`src/rtl/router_out_sched.sv`:
```
// Packet-granular round-robin drain of the three router output FIFOs onto one
// shared valid/ready byte link, with a per-packet stall watchdog.
module router_out_sched #(
  parameter int TIMEOUT = 30,
  parameter int CNT_W   = 5
) (
  input  logic       clk,
  input  logic       resetn,
  input  logic       fifo_empty_0,
  input  logic       fifo_empty_1,
  input  logic       fifo_empty_2,
  input  logic [7:0] data_in_0,
  input  logic [7:0] data_in_1,
  input  logic [7:0] data_in_2,
  input  logic       out_ready,
  output logic       read_enb_0,
  output logic       read_enb_1,
  output logic       read_enb_2,
  output logic [7:0] data_out,
  output logic       vld_out,
  output logic       soft_rst_0,
  output logic       soft_rst_1,
  output logic       soft_rst_2,
  output logic [1:0] grant,
  output logic       busy
);

  typedef enum logic [1:0] {IDLE, XFER_HDR, XFER_BODY} state_t;

  localparam logic [CNT_W-1:0] STALL_MAX = CNT_W'(TIMEOUT - 1);

  state_t           state;
  logic [1:0]       g;
  logic [1:0]       last_grant;
  logic [6:0]       remaining;
  logic [CNT_W-1:0] stall_cnt;
  logic [2:0]       soft_rst_q;

  logic             xfer;
  logic             sel_empty;
  logic [7:0]       sel_data;
  logic             pop;
  logic [3:0]       empty_v;
  logic             found;
  logic [1:0]       pick;
  logic [1:0]       cand;

  function automatic logic [1:0] next_ch(input logic [1:0] c);
    return (c >= 2'd2) ? 2'd0 : c + 2'd1;
  endfunction

  assign xfer    = (state != IDLE);
  assign empty_v = {1'b1, fifo_empty_2, fifo_empty_1, fifo_empty_0};

  always_comb begin
    sel_empty = fifo_empty_2;
    sel_data  = data_in_2;
    case (g)
      2'd0: begin
        sel_empty = fifo_empty_0;
        sel_data  = data_in_0;
      end
      2'd1: begin
        sel_empty = fifo_empty_1;
        sel_data  = data_in_1;
      end
      default: ;
    endcase
  end

  assign vld_out    = xfer & ~sel_empty;
  assign pop        = vld_out & out_ready;
  assign data_out   = xfer ? sel_data : 8'h00;
  assign read_enb_0 = pop & (g == 2'd0);
  assign read_enb_1 = pop & (g == 2'd1);
  assign read_enb_2 = pop & (g == 2'd2);
  assign grant      = xfer ? g : 2'b11;
  assign busy       = xfer;
  assign soft_rst_0 = soft_rst_q[0];
  assign soft_rst_1 = soft_rst_q[1];
  assign soft_rst_2 = soft_rst_q[2];

  // Rotating search starting just after the last granted channel.
  always_comb begin
    found = 1'b0;
    pick  = 2'd0;
    cand  = next_ch(last_grant);
    for (int i = 0; i < 3; i++) begin
      if (!found && !empty_v[cand]) begin
        found = 1'b1;
        pick  = cand;
      end
      cand = next_ch(cand);
    end
  end

  always_ff @(posedge clk or negedge resetn) begin
    if (!resetn) begin
      state      <= IDLE;
      g          <= 2'd0;
      last_grant <= 2'd2;
      remaining  <= 7'd0;
      stall_cnt  <= '0;
      soft_rst_q <= 3'b000;
    end else begin
      soft_rst_q <= 3'b000;
      case (state)
        IDLE: begin
          if (found) begin
            g          <= pick;
            last_grant <= pick;
            stall_cnt  <= '0;
            state      <= XFER_HDR;
          end
        end
        XFER_HDR, XFER_BODY: begin
          if (pop) begin
            stall_cnt <= '0;
            if (state == XFER_HDR) begin
              // Payload length plus the trailing parity byte.
              remaining <= {1'b0, sel_data[7:2]} + 7'd1;
              state     <= XFER_BODY;
            end else begin
              remaining <= remaining - 7'd1;
              if (remaining == 7'd1) state <= IDLE;
            end
          end else if (stall_cnt == STALL_MAX) begin
            // Abort: last_grant keeps g so this channel is served last next time.
            state         <= IDLE;
            stall_cnt     <= '0;
            soft_rst_q[g] <= 1'b1;
          end else begin
            stall_cnt <= stall_cnt + CNT_W'(1);
          end
        end
        default: state <= IDLE;
      endcase
    end
  end

endmodule
```
`config.mk`:
```
export PLATFORM = sky130hd
export DESIGN_NAME = router_out_sched
export DESIGN_NICKNAME = d
export VERILOG_FILES = /design/src/rtl/router_out_sched.sv
export SDC_FILE = /design/constraint.sdc
export NUM_CORES = 1
export LEC_CHECK = 0
export CAP_MARGIN = 25
export CELL_PAD_IN_SITES_DETAIL_PLACEMENT = 2
export CELL_PAD_IN_SITES_GLOBAL_PLACEMENT = 2
export CORE_ASPECT_RATIO = 1.2
export CORE_UTILIZATION = 26
export DETAILED_ROUTE_END_ITERATION = 12
export HOLD_SLACK_MARGIN = 0.12
export PLACE_DENSITY_LB_ADDON = 0.2
export SKIP_LAST_GASP = 1
export SLEW_MARGIN = 40
export SYNTH_ARGS = -nofsm -noshare
export SYNTH_HDL_FRONTEND = slang
export SYNTH_SLANG_ARGS = --single-unit
```
`constraint.sdc`:
```
create_clock -name clk -period 2.65 [get_ports clk]
set_input_delay 0.6625 -clock clk [delete_from_list [all_inputs] [get_ports clk]]
set_output_delay 0.6625 -clock clk [all_outputs]
set_load 0.05 [all_outputs]
```
==> run metrics <==
Rows=30; dpl cell area=0.00231 mm²; Clock power frac=9.0%; DR vias/cell=4.95; hpwl dp=4070 µm; Seq pwr share=20.0%; Crit Path Max Fanout=3; min-delay worst type=reg2reg; sequential fraction of the synthesis area=32.2%; Die X=72.7 µm; first-pass GRT wire length=8610 µm; Worst setup SP type=primary input; internal power=1.35 mW; post-synthesis cell count=187; achievable clock frequency=0.390 GHz; Final nets=288; Reg clk slew, reported paths=0.08 ns; port bufs=47; Reg2Reg Depth=8; Worst-Skew Late Latency=0.26 ns; CTS max path bufs=2; unrepaired setup endpoints after global routing=no; Initial Utilization=27.3%; Critical Path RT=1.99 ns; YS warnings=0; P_sw=1.34 mW; mapped cell area=0.00156 mm²; Final Wtd Congestion=0.720; ys flop type=dfrtp_1; Final Hold Viols=0; aggregate global routing overflow=0; Leak=1.05 nW; Setup violations, final=0; worst r2r src=g[0]; crit end category=output pin; Fin Setup TNS=0 ns; Max Slew Vio Count=0; overall die area=0.00631 mm²; I/O pin count=48; status=completed; Core ar.=0.00571 mm²; drt drc=0; end of the worst register-to-register path=remaining[4]; Area Growth Syn to Fin=52.7%; routed via count=1,623; WL final=5060 µm; root buf cell=clkbuf_8; Total GRT Usage=17.4%; Iteration-0 DRC Markers=31; layout cells sized above 1=21.0%; relative slew slack=66.5%; hold path start=state[1]; Power Density=1130 mW/mm²; ys async rst share=100%; post-route ant nets=0; Avg Inst Size Synth=8.34 µm²; Synth cell types=45; CTS tree=built; kind of critical path=in2out; clock sinks=20; htree depth=1; register-to-register setup slack=0.47 ns; arrival time at the worst endpoint=1.90 ns; antenna violations before repair=0; Syn Nets=226; height of the chip=86.8 µm; #FFs+latches synth=20; drt wl/cell=15.4 µm; CTS Buf Count=3; capture point of the critical path=read_enb_0; Min Clock Period, post-route=2.56 ns; worst setup path startpoint=fifo_empty_0; first-pass detailed-route iteration total=4; clock skew=0.00332 ns; Worst VDD drop=451 µV; vias in the first global route=1,824; sw frac=49.8%; # diodes=0; Max Cap Violations=0; Final Cycle Share=96.8%; largest net degree at the start of global routing=21; worst slew pin tran=0.500 ns; Post-synth EDFFs=0; fin area=0.00238 mm²; Comb power frac=71.0%
## routing by layer
layer	up-vias	wire, µm	track usage [%]
met3	4	116	1.63
li1	776	-	-
met2	38	2830	33.5
met5	-	0	0
met4	0	34	3.74
met1	805	2080	20.6
## sequential cells by signal (all words and copies together) (netlist names)
register	flops
remaining	7
state	2
g	2
last_grant	1
stall_cnt	5
soft_rst_q	3
## worst min-delay path by stage
| stage | end | slack, ns | cells past startpoint |
|---|---|---|---|
| floorplan | g[0] | 0.37 | 0 |
| global route | state[1] | 0.55 | 2 |
| global placement | state[1] | 0.50 | 2 |
| finish | state[1] | 0.52 | 2 |
| CTS | state[1] | 0.53 | 2 |
| detailed placement | state[1] | 0.51 | 2 |
## cell usage after synthesis, types with 2 or more instances
| library cell | count | area [µm²] |
|---|---|---|
| nor2_1 | 20 | 75.1 |
| dfrtp_1 | 19 | 475 |
| nand2_1 | 16 | 60.1 |
| inv_1 | 15 | 56.3 |
| o21ai_0 | 13 | 65.1 |
| a21oi_1 | 11 | 55.1 |
| mux2i_1 | 10 | 100 |
| ha_1 | 9 | 113 |
| nor3_1 | 8 | 40.0 |
| nand3_1 | 6 | 30.0 |
| clkbuf_1 | 5 | 18.8 |
| mux2_2 | 5 | 56.3 |
| nand2b_1 | 5 | 31.3 |
| nand4_1 | 3 | 18.8 |
| o21ai_1 | 3 | 15.0 |
| o31ai_1 | 3 | 22.5 |
| xnor2_1 | 3 | 26.3 |
| a21o_1 | 2 | 15.0 |
| and3_1 | 2 | 12.5 |
| nor3b_1 | 2 | 15.0 |
| nor4_1 | 2 | 12.5 |
| o22ai_1 | 2 | 12.5 |
## worst max-delay path, cell delays in order
cell and delay [ns]:
clkdlybuf4s50_1 0.47, mux2i_4 0.20, nand3_1 0.14, nor3_2 0.25, buf_12 0.17
## layout make-up
cell class | count | area [µm²]
Clock buffer | 4 | 55.1
Fill cell | 668 | 3320
Sequential cell | 20 | 502
Inverter | 15 | 56.3
Tap cell | 80 | 100
Timing Repair Buffer | 65 | 693
Multi-Input combinational cell | 144 | 975
## placed cells by master (no fill, tap or decap), types with 2 or more instances in the layout
cell type         n
nand4_1           3
nor3b_1           2
clkdlybuf4s50_1  32
nand3_1           6
o21ai_0          13
a21o_1            2
o21ai_1           3
dfrtp_1          19
clkbuf_8          4
nand2b_1          5
o31ai_1           3
and3_1            2
mux2i_1          10
ha_1              9
nor2_1           19
nor4_1            2
o22ai_1           2
buf_4            23
xnor2_1           3
mux2_2            5
a21oi_1          11
nor3_1            7
inv_1            15
buf_12           10
nand2_1          16
## kinds of logic (layout without fill, tap and decap cells)
kind of cell | count (synthesis) | count (layout) | share of synthesized area (%)
buffers and inverters | 23 | 84 | 6.34
AOI/OAI and AO/OA | 42 | 42 | 17.2
xor gates and xnor gates | 4 | 4 | 2.25
muxes | 16 | 16 | 10.9
and+or+nand+nor | 73 | 73 | 23.9
DFF | 20 | 20 | 32.2
adders and majority gates | 9 | 9 | 7.22
## what timing repair did
item	CTS	global route
hold buffers	0	0
setup buffers	0	1
resized for setup	0	2
endpoints found under the setup margin	0	3
## power groups by stage
stage                     Sequential (mW)  Combinational (mW)  Clock (mW)
after floorplan                     0.464                1.23           0
after global placement              0.537                1.88           0
after detailed placement            0.542                1.92           0
after CTS                           0.538                1.93       0.254
after global routing                0.560                2.08       0.265
final                               0.538                1.92       0.243
## metrics by stage
step | cells | hold slack, ns | setup slack, ns | util (%) | power (mW)
4_1_cts | 327 | 0.528 | 0.000858 | 41.4 | 2.72
5_1_grt | 328 | 0.554 | 0.00311 | 41.7 | 2.90
6_report | 328 | 0.525 | 0.0859 | 41.7 | 2.70
3_3_place_gp | 323 | 0.496 | 0.0676 | 40.4 | 2.42
3_5_place_dp | 323 | 0.510 | 0.00910 | 40.4 | 2.46
2_1_floorplan | 187 | 0.367 | 0.252 | - | 1.70
Note: power is estimated with default switching activity, not from simulation.
